## src/rtl/ser_pkg.sv

```systemverilog
// Shared definitions for the serial word feeder.
//   ST_IDLE / ST_SHIFT : FSM state encodings
//   IDLE_BIT_DEFAULT   : default line level on x while no bit is valid
//   state_e            : typed FSM state built from the encodings above
package ser_pkg;

  localparam logic ST_IDLE  = 1'b0;
  localparam logic ST_SHIFT = 1'b1;

  localparam bit IDLE_BIT_DEFAULT = 1'b1;

  typedef enum logic {
    StIdle  = ST_IDLE,
    StShift = ST_SHIFT
  } state_e;

endpackage

```

## src/rtl/word_hold_reg.sv

```systemverilog
// One-entry holding buffer: a Width-bit data register plus a full flag.
//   clk_i   : clock, rising edge
//   rst_i   : asynchronous active-high reset (empties the buffer)
//   load_i  : capture data_i and mark full
//   take_i  : mark empty (data consumed by the shifter)
//   data_i  : word to capture
//   data_o  : stored word
//   full_o  : buffer holds an unconsumed word
module word_hold_reg #(
  parameter int unsigned Width = 8
) (
  input  logic             clk_i,
  input  logic             rst_i,
  input  logic             load_i,
  input  logic             take_i,
  input  logic [Width-1:0] data_i,
  output logic [Width-1:0] data_o,
  output logic             full_o
);

  logic [Width-1:0] data_q;
  logic             full_q;

  always_ff @(posedge clk_i or posedge rst_i) begin
    if (rst_i) begin
      data_q <= '0;
      full_q <= 1'b0;
    end else begin
      if (load_i) begin
        data_q <= data_i;
      end
      // load and take are mutually exclusive at the top level; load wins if not.
      if (load_i) begin
        full_q <= 1'b1;
      end else if (take_i) begin
        full_q <= 1'b0;
      end
    end
  end

  assign data_o = data_q;
  assign full_o = full_q;

endmodule

```

## src/rtl/serial_word_feeder.sv

```systemverilog
// Accepts parallel words over valid/ready and shifts them out one bit per clock on x.
// A one-entry holding buffer lets the next word load on the same edge the last bit ends.
//   clk       : clock, rising edge
//   rst       : asynchronous active-high reset
//   din       : parallel word, sampled on accept (din_valid & din_ready)
//   din_valid : din carries a word
//   din_ready : holding buffer empty
//   x         : serial bit (registered), IDLE_BIT when not valid
//   x_valid   : x carries a data bit (registered)
//   busy      : shifter active or buffer full
module serial_word_feeder
  import ser_pkg::*;
#(
  parameter int unsigned WIDTH     = 8,
  parameter bit          MSB_FIRST = 1'b1,
  parameter bit          IDLE_BIT  = IDLE_BIT_DEFAULT
) (
  input  logic             clk,
  input  logic             rst,
  input  logic [WIDTH-1:0] din,
  input  logic             din_valid,
  output logic             din_ready,
  output logic             x,
  output logic             x_valid,
  output logic             busy
);

  localparam int unsigned CntW = $clog2(WIDTH);
  localparam logic [CntW-1:0] CntLast = CntW'(WIDTH - 1);

  state_e           state_q;
  logic [WIDTH-1:0] sh_q;
  logic [CntW-1:0]  cnt_q;
  logic             x_q;
  logic             x_valid_q;

  logic             buf_full;
  logic [WIDTH-1:0] buf_data;
  logic             accept;
  logic             take;

  logic             buf_first;
  logic [WIDTH-1:0] buf_rest;
  logic             sh_next;
  logic [WIDTH-1:0] sh_rest;

  assign din_ready = ~buf_full;
  assign accept    = din_valid & ~buf_full;
  // Drain the buffer when idle, or when the last bit of the current word is on x.
  assign take      = buf_full & ((state_q == StIdle) || (cnt_q == '0));

  word_hold_reg #(
    .Width (WIDTH)
  ) u_hold (
    .clk_i  (clk),
    .rst_i  (rst),
    .load_i (accept),
    .take_i (take),
    .data_i (din),
    .data_o (buf_data),
    .full_o (buf_full)
  );

  // The shifter holds the not-yet-sent bits aligned so the next one is always at the
  // send end (MSB for MSB_FIRST, LSB otherwise).
  always_comb begin
    if (MSB_FIRST) begin
      buf_first = buf_data[WIDTH-1];
      buf_rest  = {buf_data[WIDTH-2:0], 1'b0};
      sh_next   = sh_q[WIDTH-1];
      sh_rest   = {sh_q[WIDTH-2:0], 1'b0};
    end else begin
      buf_first = buf_data[0];
      buf_rest  = {1'b0, buf_data[WIDTH-1:1]};
      sh_next   = sh_q[0];
      sh_rest   = {1'b0, sh_q[WIDTH-1:1]};
    end
  end

  always_ff @(posedge clk or posedge rst) begin
    if (rst) begin
      state_q   <= StIdle;
      sh_q      <= '0;
      cnt_q     <= '0;
      x_q       <= IDLE_BIT;
      x_valid_q <= 1'b0;
    end else begin
      unique case (state_q)
        StIdle: begin
          if (buf_full) begin
            sh_q      <= buf_rest;
            cnt_q     <= CntLast;
            x_q       <= buf_first;
            x_valid_q <= 1'b1;
            state_q   <= StShift;
          end else begin
            x_q       <= IDLE_BIT;
            x_valid_q <= 1'b0;
          end
        end
        StShift: begin
          if (cnt_q != '0) begin
            sh_q  <= sh_rest;
            cnt_q <= cnt_q - 1'b1;
            x_q   <= sh_next;
          end else if (buf_full) begin
            sh_q      <= buf_rest;
            cnt_q     <= CntLast;
            x_q       <= buf_first;
            x_valid_q <= 1'b1;
          end else begin
            x_q       <= IDLE_BIT;
            x_valid_q <= 1'b0;
            state_q   <= StIdle;
          end
        end
      endcase
    end
  end

  assign x       = x_q;
  assign x_valid = x_valid_q;
  assign busy    = (state_q == StShift) | buf_full;

endmodule
```

## config.mk

```make
export PLATFORM = sky130hd
export DESIGN_NAME = serial_word_feeder
export DESIGN_NICKNAME = d
export VERILOG_FILES = /design/src/rtl/ser_pkg.sv /design/src/rtl/word_hold_reg.sv /design/src/rtl/serial_word_feeder.sv
export SDC_FILE = /design/constraint.sdc
export NUM_CORES = 1
export LEC_CHECK = 0
export ABC_AREA = 1
export CORE_AREA = 2 2 48 55
export CTS_CLUSTER_DIAMETER = 200
export CTS_CLUSTER_SIZE = 16
export DETAILED_ROUTE_END_ITERATION = 6
export DIE_AREA = 0 0 50 57
export HOLD_SLACK_MARGIN = 0.05
export MAX_ROUTING_LAYER = met4
export PLACE_DENSITY = 0.82
export SETUP_SLACK_MARGIN = 0.1
export SLEW_MARGIN = 0
export SYNTH_ARGS = -nofsm -noshare
export SYNTH_HDL_FRONTEND = slang
export SYNTH_SLANG_ARGS = --single-unit
```

## constraint.sdc

```tcl
create_clock -name clk -period 1.1 [get_ports clk]
set_input_delay 0.22 -clock clk [delete_from_list [all_inputs] [get_ports clk]]
set_output_delay 0.22 -clock clk [all_outputs]
set_load 0.005 [all_outputs]
```

== After elaboration in Yosys (flattened, before gate mapping) ==
Index checks and enable logic that the tools add are counted.
Cells by class
  add/subtract/negate cells: 1
  multiply operators: 0
  divide/modulo/power cells: 0
  magnitude comparators: 0
  eq/ne operators: 1
  shifts and indexed selects: 0
  muxes and demuxes: 16
  bitwise gates (word level): 5
  reduce and logical (&&, ||, !) cells: 4
Operator list (number)
  $mux 8: 2
  $pmux 8 s2: 1
  $mux 1: 7
  $mux 3: 2
  $pmux 1 s2: 3
  $pmux 3 s2: 1
  $logic_not 3->1: 1
  $reduce_bool 3->1: 1
  $sub 3x1->3 const B: 1
  $and 1x1->1: 2
  $ne 2x2->1 const B: 1
  $not 1->1: 2
  $reduce_bool 2->1: 1
  $logic_or 1x1->1: 1
  $or 1x1->1: 1
Word-level totals
  bits in registers: 23
  bits in latches: 0
  RAM bits: 0
  memory bits (read-only): 0
  input bits: 11
  output and inout bits: 4
  word-level logic and storage cells: 34
  memories kept: 0

== Longest topological paths before layout ==
  depth in word-level cells: 5
  depth in mapped cells: 8
  mapped depth without buffers: 8

== Hierarchy ==
A second synthesis with hierarchy kept.
Unflattened totals
  cells, all modules: 132
  area, all modules: 1147.4 µm²
By module, submodules not included
  serial_word_feeder: instances 1, cells an instance 93, area an instance 802.0 µm², seq. area each 351.6 µm²
  word_hold_reg: instances 1, cells an instance 39, area an instance 345.3 µm², seq. area each 225.2 µm²

== Least setup slack after synthesis ==
Ideal clock, no wire load.
  kind: register -> register
  start: register cnt_q[0]
  end: register x_valid_q, in the netlist x_valid
  setup time: 0.119 ns
  arrival time: 1.043 ns
  data required time: 0.981 ns
  setup slack: -0.062 ns
  cell stages (with the launch flop): 7
  buffers on the path: 1
  period minus slack after synthesis: 1.162 ns
  cells stage by stage: dfrtp_1 inv_1 ha_1 nand2_2 nand2_4 buf_6 o21a_1
On the way
  longest elaborated chain between the ends: 2
Ends and longest elaborated chain
  start, declared: line serial_word_feeder.sv:33  | logic [CntW-1:0] cnt_q;
  start signal, assigned: line serial_word_feeder.sv:92  | cnt_q <= CntLast;
  start signal, assigned: line serial_word_feeder.sv:104  | cnt_q <= cnt_q - 1'b1;
  start signal, assigned: line serial_word_feeder.sv:108  | cnt_q <= CntLast;
  $reduce_bool 3->1: line serial_word_feeder.sv:102  | if (cnt_q != '0) begin
  $ne 2x2->1 (no line)
  end signal, assigned: line serial_word_feeder.sv:98  | x_valid_q <= 1'b0;
  end signal, assigned: line serial_word_feeder.sv:110  | x_valid_q <= 1'b1;
  end signal, assigned: line serial_word_feeder.sv:113  | x_valid_q <= 1'b0;
  end, declared: line serial_word_feeder.sv:35  | logic x_valid_q;
No other way between the ends.
A chain may end at the register's enable or synchronous reset.

== Final worst setup path ==
  start: register u_hold.full_q, in the netlist u_hold.full_o
  end: output port busy
On the way
  longest elaborated chain between the ends: 1
Ends and longest elaborated chain
  start, declared: line word_hold_reg.sv:22  | logic full_q;
  start signal, assigned: line word_hold_reg.sv:27  | full_q <= 1'b0;
  start signal, assigned: line word_hold_reg.sv:34  | full_q <= 1'b1;
  start signal, assigned: line word_hold_reg.sv:36  | full_q <= 1'b0;
  $or 1x1->1: line serial_word_feeder.sv:123  | assign busy = (state_q == StShift) | buf_full;
  end, declared: line serial_word_feeder.sv:25  | output logic busy
No other way between the ends.

==> out/metrics.cfg <==
[yosys]
syn_avg_cell_area_um2 = 8.30
post_synth_mux_area_share_pct = 0
ys_ff_latch = 23
xor_xnor_portion_of_the_synthesized_cell_area_pct = 0
synth-seq-area-share_pct = 55.1
synth_fa_ha_area_share_pct = 2.39
synth_top_family_by_area = simple AND/OR/NAND/NOR gates
post_synth_instance_area_um2 = 1050
synth.yosys.warnings = 0
synth-compound-area-share_pct = 10.3
synthSimpleGateAreaFrac_pct = 23.4
unique_cell_type_count_in_the_yosys_netlist = 18
syn_nets = 139
syn_inst = 126

[place]
globalplace.congestion = 0.745
dp_worst_setup_slack_ns = -0.0941
dp.cells = 174
dp_hpwl_um = 1380
buffer_ports.inserted = 14

[routing]
wirelength_um = 2310
firstDrtPassIters = 4
dr_wl_met2_um = 1210
detail_route.iter0.violations = 25
routedLengthMet1_um = 952
drc_errors = 0
detail_route.vias_per_cell = 5.08
detail-route-antenna-nets = 0
wl_per_cell_um = 12.4
highest-signal-layer = met4
wl_met3_um = 88
detailroute.via_count = 950

[sta]
finalWorstPathRequiredPeriod_ns = 1.21
rsz0062_at_grt = true
max_clock_freq_ghz = 0.825
timing_hold_violations_final = 0
finClkSkew_ns = 0.00120
max_slew_margin_pct = 81.8
setup-violations-final = 5
final_max_slew_viol_count = 0
max_slew.worst_pin.slew_ns = 0.272
final.setup.worst_slack_ns = -0.112
min_period_over_period_pct = 110

[pwr]
swShare_pct = 42.5
pwr_density_cell_nw_per_um2 = 2580
clkPwrFrac_pct = 10.3
power.ir.vdd_worst_uv = 1960
pwr-share-seq_pct = 35.4
total_leakage_power_nw = 0.722
comb_power_share_pct = 54.4
p_sw_w = 0.00166
p_int_w = 0.00224

[worst_setup_path]
cp_cell_sequence = inv_2, nand2_1, buf_2
max_stage_delay_ns = 0.41
worst_setup_path_end_kind = primary output
critical_path.slowest_cell = dfrtp_1
cp.arrival_ns = 0.99
worst-setup-path-type = reg2out
setup.worst_path.start_class = flop
req_time_crit_path_ns = 0.88
critical_path_peak_fanout = 4

[clock_network]
cts_hold_buf = 0
htree_levels = 1
cts_sinks = 23
cts_buffer_depth = 2
cts_tree = built
clock_latency_late_sink_ns = 0.32
numCtsBuffers = 3
clkSlewWorstSetupHoldPaths_ns = 0.12
root_buffer = clkbuf_4

[job]
cap_violations = 0

[grt]
grt_use_total_pct = 17.1
grt_pass1_vias = 864
globalRouteOverflowTotal = 0
grt_start_max_net_pins = 24
grt_first_pass_wirelength_um = 3570
antenna_found_initial = 0

[cells_and_area]
layout_commonest_cell = nand2_1
most-common-layout-cells = nand2_1 (28), dfrtp_1 (22), nand2_2 (14)
instances_no_fill = 187
final_nets = 170
final_layout_size_suffix_gt1_share_pct = 35.3
fin_util_pct = 64.2
layout-area-overhead-vs-synth_pct = 44.4
antenna_cells = 0

[worst_hold_path]
holdCritPathClass = in2async

[outcome]
failed_checks = negative setup slack
run_status = finished with violations

[floorplan]
core_area_um2 = 2350
io-pin-count = 15
die_width_um = 50
die_area_um2 = 2850
floorplan.rows = 19
floorplan.initialDensity_pct = 44.4
chipHeight_um = 57

layer usage:
layer / GRT usage (%) / vias to the layer above
li1: - / 458
met2: 29.3 / 32
met5: - / -
met3: 1.57 / 8
met1: 19.0 / 452
met4: 10.7 / 0
power groups by stage:
stage | clock [W] | combinational [W] | sequential [W]
floorplan | 0 | 0.00104 | 0.00136
global placement | 0 | 0.00135 | 0.00136
detailed placement | 0 | 0.00141 | 0.00139
CTS | 0.000398 | 0.00179 | 0.00137
global route | 0.000430 | 0.00235 | 0.00141
finish | 0.000400 | 0.00212 | 0.00138
logic make-up after synthesis:
group / after synthesis
simple gates: 59
flops: 23
compound gates: 21
buf+inv: 21
fa+ha+maj: 2
registers in the layout (all words and copies together) (netlist names):
register / flops
x_valid: 1
x: 1
u_hold.data_o: 8
cnt_q: 3
u_hold.full_o: 1
sh_q: 8
state_q: 1
critical path, delay by kind of cell, from the launching register on:
| family | cells | cell delay (ns) |
|---|---|---|
| flip-flops | 1 | 0.41 |
| AND/OR/NAND/NOR | 1 | 0.05 |
| buffers and inverters | 2 | 0.21 |
per-stage QoR:
stage	power, W	hold slack (ns)	cell area, um2	TNS, ns
2_1_floorplan	0.00240	0.221	1070	0
3_3_place_gp	0.00271	0.457	1280	-0.404
3_5_place_dp	0.00279	0.473	1280	-0.565
4_1_cts	0.00355	0.224	1410	-0.305
5_1_grt	0.00420	0.233	1510	-0.756
6_report	0.00390	0.209	1510	-0.320
repair_timing:
item,4_1_cts,5_1_grt
pin swaps,17,6
buffers inserted,2,5
gates resized for setup,34,21
gates cloned,3,0
endpoints found under the setup margin,26,27
area by class of cell:
type                       count  area [um2]
fill                         184         843
sequential                    23         577
multi-input combinational     85         553
timing repair buffer          27         249
inverter                      17        66.3
tap                           31        38.8
clock buffer                   4        26.3
cells in the mapped netlist:
library cell | n | area [um2]
nand2_1 | 43 | 161
dfrtp_1 | 22 | 551
inv_1 | 15 | 56.3
o21ai_1 | 14 | 70.1
nand3_1 | 9 | 45.0
nor2_1 | 4 | 15.0
o21ai_0 | 4 | 20.0
a21oi_1 | 2 | 10.0
ha_1 | 2 | 25.0
inv_2 | 2 | 7.51
nand2_2 | 2 | 12.5
buf_2 | 1 | 5.00
buf_4 | 1 | 7.51
buf_6 | 1 | 11.3
clkbuf_1 | 1 | 3.75
dfstp_2 | 1 | 26.3
nand2_4 | 1 | 11.3
o21a_1 | 1 | 7.51
worst paths after layout:
kind | startpoint | endpoint | slack, ns | depth (start not counted)
setup / recovery | u_hold.full_o$_DFFE_PP0P_ | busy | -0.11 | 3
min in group clk | din[5] | u_hold.data_o[5]$_DFFE_PP0P_ | 0.44 | 3
setup reg to reg | state_q$_DFF_PP0_ | cnt_q[1]$_DFF_PP0_ | -0.06 | 6
hold / removal | rst | sh_q[0]$_DFF_PP0_ | 0.21 | 3
hold reg to reg | x_valid$_DFFE_PP0P_ | x_valid$_DFFE_PP0P_ | 0.50 | 1
max in group asynchronous | rst | x$_DFF_PP1_ | 0.68 | 3
(Power assumes the default switching activity.)
